<file path="src/rtl/keypad_pkg.sv">
// Shared types and default parameters for the keypad scanner.
package keypad_pkg;

   typedef enum logic [1:0] {
      StScan,
      StDebounce,
      StHeld,
      StRelease
   } key_state_e;

   localparam int unsigned DEF_ROWS            = 4;
   localparam int unsigned DEF_COLS            = 4;
   localparam int unsigned DEF_SCAN_CYCLES     = 1000;
   localparam int unsigned DEF_DEBOUNCE_CYCLES = 10000;
   localparam int unsigned DEF_FIFO_DEPTH      = 4;

endpackage

</file>
<file path="src/rtl/keypad_scan_fifo_if.sv">
// Valid/ready key-code stream from the scanner to its consumer.
interface keypad_scan_fifo_if #(
   parameter int unsigned KEY_W = $clog2(keypad_pkg::DEF_ROWS * keypad_pkg::DEF_COLS)
) ();
   logic [KEY_W-1:0] key_code;
   logic             key_valid;
   logic             key_ready;

   modport master (output key_code, output key_valid, input key_ready);
   modport slave  (input key_code, input key_valid, output key_ready);
endinterface

</file>
<file path="src/rtl/keypad_code_fifo.sv">
// Small circular FIFO for key codes with a sticky drop flag.
module keypad_code_fifo #(
   parameter int unsigned WIDTH = 4,
   parameter int unsigned DEPTH = 4
) (
   input  logic             clk_10m,
   input  logic             reset,
   input  logic             push,
   input  logic [WIDTH-1:0] push_code,
   input  logic             pop_ready,
   input  logic             clr_ovf,
   output logic [WIDTH-1:0] head_code,
   output logic             head_valid,
   output logic             overflow
);
   localparam int unsigned AW   = $clog2(DEPTH);
   localparam int unsigned CNTW = AW + 1;

   logic [WIDTH-1:0] mem [DEPTH];
   logic [AW-1:0]    rd_ptr_q, wr_ptr_q;
   logic [CNTW-1:0]  count_q;
   logic             pop, accept, drop;

   assign head_valid = (count_q != '0);
   assign head_code  = head_valid ? mem[rd_ptr_q] : '0;
   assign pop        = head_valid && pop_ready;
   // A pop frees a slot in the same cycle, so a full FIFO can still take a push.
   assign accept     = push && ((count_q < CNTW'(DEPTH)) || pop);
   assign drop       = push && !accept;

   // Storage write; no reset needed since head_code is gated by head_valid.
   always_ff @(posedge clk_10m) begin
      if (accept) mem[wr_ptr_q] <= push_code;
   end

   // Pointers, occupancy and sticky overflow (a drop beats a clear).
   always_ff @(posedge clk_10m) begin
      if (!reset) begin
         rd_ptr_q <= '0;
         wr_ptr_q <= '0;
         count_q  <= '0;
         overflow <= 1'b0;
      end else begin
         if (accept) wr_ptr_q <= wr_ptr_q + AW'(1);
         if (pop)    rd_ptr_q <= rd_ptr_q + AW'(1);
         if (accept && !pop)      count_q <= count_q + CNTW'(1);
         else if (pop && !accept) count_q <= count_q - CNTW'(1);
         if (drop)         overflow <= 1'b1;
         else if (clr_ovf) overflow <= 1'b0;
      end
   end
endmodule

</file>
<file path="src/rtl/keypad_scan_fifo.sv">
// Matrix keypad scanner: column drive, row sync, debounce FSM, code FIFO.
module keypad_scan_fifo
   import keypad_pkg::*;
#(
   parameter int unsigned ROWS            = DEF_ROWS,
   parameter int unsigned COLS            = DEF_COLS,
   parameter int unsigned SCAN_CYCLES     = DEF_SCAN_CYCLES,
   parameter int unsigned DEBOUNCE_CYCLES = DEF_DEBOUNCE_CYCLES,
   parameter int unsigned FIFO_DEPTH      = DEF_FIFO_DEPTH
) (
   input  logic                clk_10m,
   input  logic                reset,
   input  logic [ROWS-1:0]     row,
   output logic [COLS-1:0]     col,
   keypad_scan_fifo_if.master  key_if,
   output logic                key_held,
   output logic                overflow,
   input  logic                clr_ovf
);
   localparam int unsigned KEY_W = $clog2(ROWS * COLS);
   localparam int unsigned CW    = $clog2(COLS);
   localparam int unsigned RW    = $clog2(ROWS);
   localparam int unsigned DW    = $clog2(SCAN_CYCLES);
   localparam int unsigned BW    = $clog2(DEBOUNCE_CYCLES + 1);

   key_state_e       state_q;
   logic [ROWS-1:0]  row_meta_q, row_sync_q;
   logic [CW-1:0]    col_idx_q, next_col;
   logic [RW-1:0]    row_idx_q, low_row;
   logic [DW-1:0]    dwell_q;
   logic [BW-1:0]    deb_q;
   logic             push_q;
   logic [KEY_W-1:0] push_code;

   assign col       = COLS'(1) << col_idx_q;
   assign next_col  = (col_idx_q == CW'(COLS - 1)) ? '0 : col_idx_q + CW'(1);
   assign push_code = KEY_W'(col_idx_q) * KEY_W'(ROWS) + KEY_W'(row_idx_q);

   // Two-flop synchronizer for the asynchronous row inputs.
   always_ff @(posedge clk_10m) begin
      if (!reset) begin
         row_meta_q <= '0;
         row_sync_q <= '0;
      end else begin
         row_meta_q <= row;
         row_sync_q <= row_meta_q;
      end
   end

   // Lowest set row wins when several rows are pressed together.
   always_comb begin
      low_row = '0;
      for (int i = ROWS - 1; i >= 0; i--) begin
         if (row_sync_q[i]) low_row = RW'(i);
      end
   end

   // Scan/debounce/hold/release FSM; push_q fires on the HELD entry cycle only.
   always_ff @(posedge clk_10m) begin
      if (!reset) begin
         state_q   <= StScan;
         col_idx_q <= '0;
         row_idx_q <= '0;
         dwell_q   <= '0;
         deb_q     <= '0;
         push_q    <= 1'b0;
         key_held  <= 1'b0;
      end else begin
         push_q <= 1'b0;
         unique case (state_q)
            StScan: begin
               if (dwell_q == DW'(SCAN_CYCLES - 1)) begin
                  dwell_q <= '0;
                  if (row_sync_q != '0) begin
                     row_idx_q <= low_row;
                     deb_q     <= '0;
                     state_q   <= StDebounce;
                  end else begin
                     col_idx_q <= next_col;
                  end
               end else begin
                  dwell_q <= dwell_q + DW'(1);
               end
            end
            StDebounce: begin
               // A single low cycle aborts; scanning resumes on the same column.
               if (!row_sync_q[row_idx_q]) begin
                  state_q <= StScan;
               end else if (deb_q == BW'(DEBOUNCE_CYCLES - 1)) begin
                  state_q  <= StHeld;
                  push_q   <= 1'b1;
                  key_held <= 1'b1;
               end else begin
                  deb_q <= deb_q + BW'(1);
               end
            end
            StHeld: begin
               if (row_sync_q == '0) begin
                  deb_q   <= '0;
                  state_q <= StRelease;
               end
            end
            StRelease: begin
               if (row_sync_q != '0) begin
                  state_q <= StHeld;
               end else if (deb_q == BW'(DEBOUNCE_CYCLES - 1)) begin
                  state_q   <= StScan;
                  col_idx_q <= next_col;
                  dwell_q   <= '0;
                  key_held  <= 1'b0;
               end else begin
                  deb_q <= deb_q + BW'(1);
               end
            end
            default: state_q <= StScan;
         endcase
      end
   end

   keypad_code_fifo #(
      .WIDTH (KEY_W),
      .DEPTH (FIFO_DEPTH)
   ) u_fifo (
      .clk_10m    (clk_10m),
      .reset      (reset),
      .push       (push_q),
      .push_code  (push_code),
      .pop_ready  (key_if.key_ready),
      .clr_ovf    (clr_ovf),
      .head_code  (key_if.key_code),
      .head_valid (key_if.key_valid),
      .overflow   (overflow)
   );
endmodule

</file>
<file path="src/flat_wrapper.sv">
// flat-port wrapper written by rule: the top's interface ports become plain ports
module keypad_scan_fifo_flat import keypad_pkg::*;
#(
   parameter int unsigned ROWS            = DEF_ROWS,
   parameter int unsigned COLS            = DEF_COLS,
   parameter int unsigned SCAN_CYCLES     = DEF_SCAN_CYCLES,
   parameter int unsigned DEBOUNCE_CYCLES = DEF_DEBOUNCE_CYCLES,
   parameter int unsigned FIFO_DEPTH      = DEF_FIFO_DEPTH
)
  (clk_10m, reset, row, col, key_held, overflow, clr_ovf, key_if_key_code, key_if_key_valid, key_if_key_ready);
  keypad_scan_fifo_if #(.KEY_W(4)) key_if_i ();
  input  logic clk_10m;
  input  logic reset;
  input  logic [ROWS-1:0] row;
  output logic [COLS-1:0] col;
  output logic key_held;
  output logic overflow;
  input  logic clr_ovf;
  output wire logic [$bits(key_if_i.key_code)-1:0] key_if_key_code;
  output wire logic [$bits(key_if_i.key_valid)-1:0] key_if_key_valid;
  input wire logic [$bits(key_if_i.key_ready)-1:0] key_if_key_ready;
  assign key_if_key_code = key_if_i.key_code;
  assign key_if_key_valid = key_if_i.key_valid;
  assign key_if_i.key_ready = key_if_key_ready;
  keypad_scan_fifo #(.ROWS(ROWS), .COLS(COLS), .SCAN_CYCLES(SCAN_CYCLES), .DEBOUNCE_CYCLES(DEBOUNCE_CYCLES), .FIFO_DEPTH(FIFO_DEPTH)) u_core (.clk_10m(clk_10m), .reset(reset), .row(row), .col(col), .key_if(key_if_i), .key_held(key_held), .overflow(overflow), .clr_ovf(clr_ovf));
endmodule
</file>
<file path="config.mk">
export PLATFORM = sky130hd
export DESIGN_NAME = keypad_scan_fifo_flat
export DESIGN_NICKNAME = d
export VERILOG_FILES = /design/src/rtl/keypad_pkg.sv /design/src/rtl/keypad_scan_fifo_if.sv /design/src/rtl/keypad_code_fifo.sv /design/src/rtl/keypad_scan_fifo.sv /design/src/flat_wrapper.sv
export SDC_FILE = /design/constraint.sdc
export NUM_CORES = 1
export LEC_CHECK = 0
export CORE_MARGIN = 1
export CORE_UTILIZATION = 42
export CTS_CLUSTER_DIAMETER = 200
export DETAILED_ROUTE_END_ITERATION = 16
export PLACE_DENSITY = 0.62
export SETUP_SLACK_MARGIN = 0.5
export SYNTH_ARGS = -nofsm -noshare
export SYNTH_HDL_FRONTEND = slang
export SYNTH_SLANG_ARGS = --single-unit
export TNS_END_PERCENT = 5
</file>
<file path="constraint.sdc">
create_clock -name clk_10m -period 2.2 [get_ports clk_10m]
set_clock_uncertainty 0.15 [all_clocks]
set_input_delay 0.22 -clock clk_10m [delete_from_list [all_inputs] [get_ports clk_10m]]
set_output_delay 0.22 -clock clk_10m [all_outputs]
set_load 0.02 [all_outputs]
</file>
==> results.cfg, run 1 <==
[outcome]
status = finished, final reports clean

[finish]
area_growth_pct = 24.1
instances_no_fill = 472
n_antenna_cell = 0
mostFrequentLayoutCells = 39 x dfxtp_1, 31 x nand2_1, 25 x buf_4
drive_above_1_share_pct = 22.8
num-nets-final = 393
mostFrequentLayoutCell = dfxtp_1

[sta]
hold_viol_final = 0
worstMarginPinSlew_ps = 427
setup_violations = 0
maxSlewHeadroom_pct = 71.3
timing.final.crit_share_pct = 97.4
rsz0062_at_grt = yes
drv_slew = 0
finalCriticalPeriod_ps = 2140
worst_slack_ps = 56.1
max_freq_ghz = 0.466
whs_ps = 285
tns_ps = 0

[logic_synthesis]
synth_top_area_cell = dfxtp_1
synth_edf_count = 16
syn_area_um2 = 3230
yosys_warnings = 0
syn-num-nets = 351
synthArstFlopShare_pct = 0
synth_area_leaders = dfxtp_1 31%, edfxtp_1 15%, ha_1 6.2%, and2_1 4.3%, nand2_1 3.7%
synth.top_cell.area_share_pct = 30.9
synth-seq-cells = 66
ys.flop_type = dfxtp_1
synthCells = 326
synth.avg_cell_area_um2 = 9.92
ys_types = 57
yosysSeqAreaShare_pct = 45.8

[worst_setup_path]
startpoint_type = register
crit_slowest_cell = mux4_2
cp_cell_sequence = buf_4, mux4_2, a22o_1, a221o_2, o311a_1
end_kind = register
max_stage_delay_ps = 510
crit_type = reg2reg
critPathMaxFanout = 4
worstPathArrival_ps = 2230
required_ps = 2280

[global_route]
antenna_found_initial = 0
grt_pass1_vias = 2436
grt_util_met3_pct = 5.75
grt_use_met2_pct = 27.1
grt_pass1_wl_um = 11100
grt_overflow = 0
grt.busiest_layer = met2
grtUsageTotal_pct = 17.2
grt_max_degree = 33
use_met1_pct = 22.3

[clocking]
worst_skew_pair.late_latency_ps = 340
htreeDepth = 3
cts_tree = done
numCtsBuffers = 9
clock_sinks = 66
cts_root_buffer = clkbuf_8
clk_pin_slew_ps = 80
hold_buffers = 0
cts_buffer_depth = 2

[power_and_ir_drop]
leakage_nw = 1.55
power_density_nw_per_um2 = 621
vdd_drop_max_mv = 0.362
fin_total_pwr_mw = 2.49

[routing]
ant_nets = 0
drt_pass1_iterations = 4
num_vias = 2482
finalWirelength_um = 6440
routed_via_density = 5.26
drc = 0
wire_per_inst_um = 13.7
first_iter_violations = 124

[min_path]
hold_class = reg2reg

[floorplanning]
io_pins = 19
row_count = 31
core_area_um2 = 7330
die_area_um2 = 8060
die_h_um = 89.8
initial_core_util_pct = 44.1
die_w_um = 89.8

[place]
place_ws_ps = -206
dp_cells = 451
gp_congestion = 0.816
dp_hpwl_um = 4440
numPortBuffers = 18

[job]
maxCapViolCount = 0
## cell usage after synthesis (all sizes together) (3+ instances only)
master,instances
a21boi,4
a21oi,12
a221o,8
and2,24
and3,9
buf,3
clkbuf,11
dfxtp,50
edfxtp,16
ha,16
inv,13
mux2i,7
mux4,5
nand2,32
nand3,14
nor2,19
nor2b,6
nor3,8
nor4,3
nor4b,3
o211ai,4
o21ai,10
o22ai,4
or2,4
or3,5
xnor2,4
## worst paths after layout
path | start | endpoint | slack [ps] | depth (start not counted)
max reg2reg | u_core.row_sync_q[1]$_SDFF_PN0_ | u_core.state_q[0]$_SDFFE_PN0P_ | 60 | 5
max | u_core.row_sync_q[1]$_SDFF_PN0_ | u_core.state_q[0]$_SDFFE_PN0P_ | 60 | 5
min | u_core.row_meta_q[3]$_SDFF_PN0_ | u_core.row_sync_q[3]$_SDFF_PN0_ | 280 | 1
min reg2reg | u_core.row_meta_q[3]$_SDFF_PN0_ | u_core.row_sync_q[3]$_SDFF_PN0_ | 280 | 1
## metal layers
layer	wire length [µm]	vias to the layer above	part of all wire, %
met1	3160	1160	49
met4	36	0	0.56
met3	214	2	3.3
met5	0	-	0
li1	-	1285	-
met2	3040	35	47
## area by class of cell
class                      instances  area [µm²]
fill                             659        3320
multi-input combinational        233        1740
sequential                        66        1500
timing repair buffer              45         380
clock buffer                       9         124
tap                               99         124
clock inverter                     7        98.8
inverter                          13        48.8
## worst max-delay path: cells and delay by family (launching register included)
| kind | cells | cell delay (ps) |
|---|---|---|
| compound gates | 3 | 890 |
| mux | 1 | 510 |
| buf+inv | 1 | 140 |
| flops | 1 | 340 |
## state kept, by name (all words and copies together), names as in the netlist, 2 cells and up, named ones only
signal and cells:
u_core.dwell_q 10, u_core.u_fifo.wr_ptr_q 2, u_core.col_idx_q 2, u_core.row_sync_q 4, u_core.row_idx_q 2, u_core.u_fifo.rd_ptr_q 2, u_core.deb_q 14, u_core.u_fifo.mem 16
u_core.u_fifo.count_q 3, u_core.row_meta_q 4, u_core.state_q 2
## report_power, final
group | leakage (nW) | internal (mW) | switching [mW] | total (mW)
registers | 0.587 | 1.25 | 0.0108 | 1.26
logic | 0.849 | 0.0492 | 0.0430 | 0.0922
clock network | 0.112 | 0.648 | 0.495 | 1.14
## through the flow
stage | utilization (%) | cell area (µm²)
6_report | 54.8 | 4010
5_1_grt | 54.8 | 4010
4_1_cts | 54.0 | 3960
3_5_place_dp | 50.3 | 3680
3_3_place_gp | 50.3 | 3680
2_1_floorplan | - | 3300
## logic make-up after synthesis
group / Yosys count / share of synthesized area, %
and+or+nand+nor: 139 / 23.4
DFF: 66 / 45.8
muxes: 13 / 6.00
xor gates and xnor gates: 5 / 1.35
AOI/OAI and AO/OA: 59 / 13.2
buffers and inverters: 27 / 3.52
adders and majority gates: 17 / 6.81
## repair_timing
item	4_1_cts	5_1_grt
pin swaps	5	3
gates resized for setup	18	17
endpoints found under the setup margin	43	49
cloned	0	1
setup buffers	3	1
Note: power is estimated with default switching activity, not from simulation.
==> run 2: changes to the inputs <==
--- a/config.mk
+++ b/config.mk
@@ -5,6 +5,7 @@
 export SDC_FILE = /design/constraint.sdc
 export NUM_CORES = 1
 export LEC_CHECK = 0
+export ABC_AREA = 0
 export CORE_MARGIN = 1
 export CORE_UTILIZATION = 42
 export CTS_CLUSTER_DIAMETER = 200
==> results of run 2 <==
No change in the layout: final DEF, timing and power equal those of run 1.
==> edit: new RTL, settings of run 2 <==
`DEF_FIFO_DEPTH`: 4 -> 8.
--- a/src/rtl/keypad_pkg.sv
+++ b/src/rtl/keypad_pkg.sv
@@ -12,7 +12,7 @@
    localparam int unsigned DEF_COLS            = 4;
    localparam int unsigned DEF_SCAN_CYCLES     = 1000;
    localparam int unsigned DEF_DEBOUNCE_CYCLES = 10000;
-   localparam int unsigned DEF_FIFO_DEPTH      = 4;
+   localparam int unsigned DEF_FIFO_DEPTH      = 8;
 
 endpackage
 
Behaviour: same outputs for any inputs over 10 cycles, from zero or initial values and one cycle with reset low; that may be too few to reach the edited logic, so the function may still have changed.
==> edit against run 2 <==
  * The flow now finishes with violations (negative setup slack)
  * Synthesized area increased by 23%
  * Hold slack improved by 3.3 ps
  * Cell count up 17%
  * Via count rose by 20%
  * Cell area increased by 29%
  * Wire length rose by 28%
  * Sequential cell count grew 20
  * Critical path depth rose by 6
  * Worst setup slack worse by 97 ps
  * Non-clock buffer count rose by 23
Power is not compared: it rests on default switching activity, and its combinational part moved more than twofold at a synthesized area within 25%.
==> edit: results (changes against run 2) <==
status: complete, but fails checks
failing checks: negative setup slack
final net count: 461 (+17%)
placed cells: 532 (+18%)
maximum number of pins on one net before global-route repair: 27 (-18%)
GP Congestion: 0.785 (-3.7%)
Hold/Removal Path Class: in -> reg
sequential-to-total area share from yosys stat: 0.514 (+0.0560)
Post-synth EDFFs: 32 (+16)
post-DP HPWL: 5560 um (+25%)
share of post-route cells with drive strength above 1: 0.351 (+0.123)
arrival time of the worst setup path: 2380 ps (+150 ps)
final worst setup slack: -41.2 ps (-97.3 ps)
Setup crit start: u_core.u_fifo.count_q[0]
global-route wire length before repair: 13300 um (+19%)
Filler cells: 821 (+25%)
GRT Total Usage: 0.170 (-0.00188)
launch point of the worst reg-to-reg path: u_core.u_fifo.count_q[0]
FF/Latch Area: 2070 um^2 (+38%)
post-place instance area: 4620 um^2 (+25%)
Hold Slack: 288 ps (+3.26 ps)
number of global-route vias before repair: 2862 (+17%)
Post-Place Worst Slack: -344 ps (-139 ps)
worst hold start: row[1]
# setup viols final: 1 (+1)
via count: 2972 (+20%)
TNS Setup: -41.2 ps (-41.2 ps)
net count after synthesis: 397 (+13%)
top cells by count, synth: dfxtp_1, nor2_1, edfxtp_1, nand2_1, a21oi_1
Post-Layout Cell Count: 553 (+17%)
biggest regs: u_core.u_fifo.mem (32), u_core.deb_q (14), u_core.dwell_q (10)
Initial DRC Count: 136 (+9.7%)
Max Fanout on Critical Path: 3 (-1)
Avg Cell Area, Syn: 10.7 um^2 (+7.3%)
Unique masters post-synth: 50 (-12%)
CP peak stage delay: 350 ps (-160 ps)
H-tree Lvls: 3 (unchanged)
CP delay by family, top: simple AND/OR/NAND/NOR gates
Slew HR: 0.639 (-0.0746)
Area contributors post-synth: dfxtp_1, edfxtp_1, mux4_2
Post-Route WL: 8220 um (+28%)
slowest CP cell: dfxtp_2
[edit: cell types whose count changed after synthesis, sizes merged, moves of 4 or more]
cell / delta
a21oi: +7
a221o: -8
a31oi: +6
and2: -14
dfxtp: +4
edfxtp: +16
mux2i: +5
mux4: +4
nand2b: +5
nand3b: +4
nor2: +23
o21ai: +8
o31ai: +4
or2: -4
[edit: power groups by stage]
stage	registers [mW]	logic, mW	clock network (mW)
after floorplan	1.77	0.457	0
after global placement	1.77	0.760	0
after detailed placement	1.77	0.782	0
after CTS	1.74	0.795	1.30
after global routing	1.75	0.934	1.37
final	1.74	0.858	1.27
[edit: path summary, 6_finish.rpt]
path / cells after the start / end
min reg2reg: 1 / u_core.row_sync_q[0]
min: 2 / u_core.row_meta_q[1]
max: 11 / u_core.u_fifo.count_q[3]
max reg2reg: 11 / u_core.u_fifo.count_q[3]
[edit: layout make-up]
cell class / instances / share of cell area
sequential: 86 / 0.399
tap: 111 / 0.0268
multi-input combinational: 261 / 0.416
inverter: 11 / 0.00844
clock inverter: 7 / 0.0200
timing repair buffer: 68 / 0.106
clock buffer: 9 / 0.0239
[edit: cell families after synthesis]
logic type,count (synthesis),share of synthesized area
AO/OA/AOI/OAI,72,0.122
multiplexers,21,0.0813
flip-flops,86,0.514
buffers and inverters,26,0.0255
AND/OR/NAND/NOR,144,0.187
XOR/XNOR,8,0.0176
adder cells (fa/ha/maj),16,0.0523
[edit: worst register-to-register path: cells and delay by family (launching register included)]
| kind | cells | cell delay, ps |
|---|---|---|
| flops | 1 | 350 |
| xor+xnor | 1 | 80 |
| compound gates | 3 | 400 |
| buf+inv | 2 | 130 |
| simple gates | 3 | 710 |
| fa+ha+maj | 2 | 350 |
[edit: what timing repair did]
| action | 4_1_cts | 5_1_grt |
|---|---|---|
| gates resized for setup | 68 | 53 |
| setup buffers | 1 | 4 |
| hold buffers | 0 | 0 |
| pin swaps | 12 | 32 |
| setup endpoints to repair | 75 | 63 |
[edit: per-layer routing]
layer | track usage | up-vias | wire length, um
li1 | - | 1486 | -
met1 | 0.214 | 1421 | 3680
met2 | 0.283 | 52 | 4130
met3 | 0.0443 | 13 | 268
met4 | 0.0633 | 0 | 135
met5 | 0 | - | 0
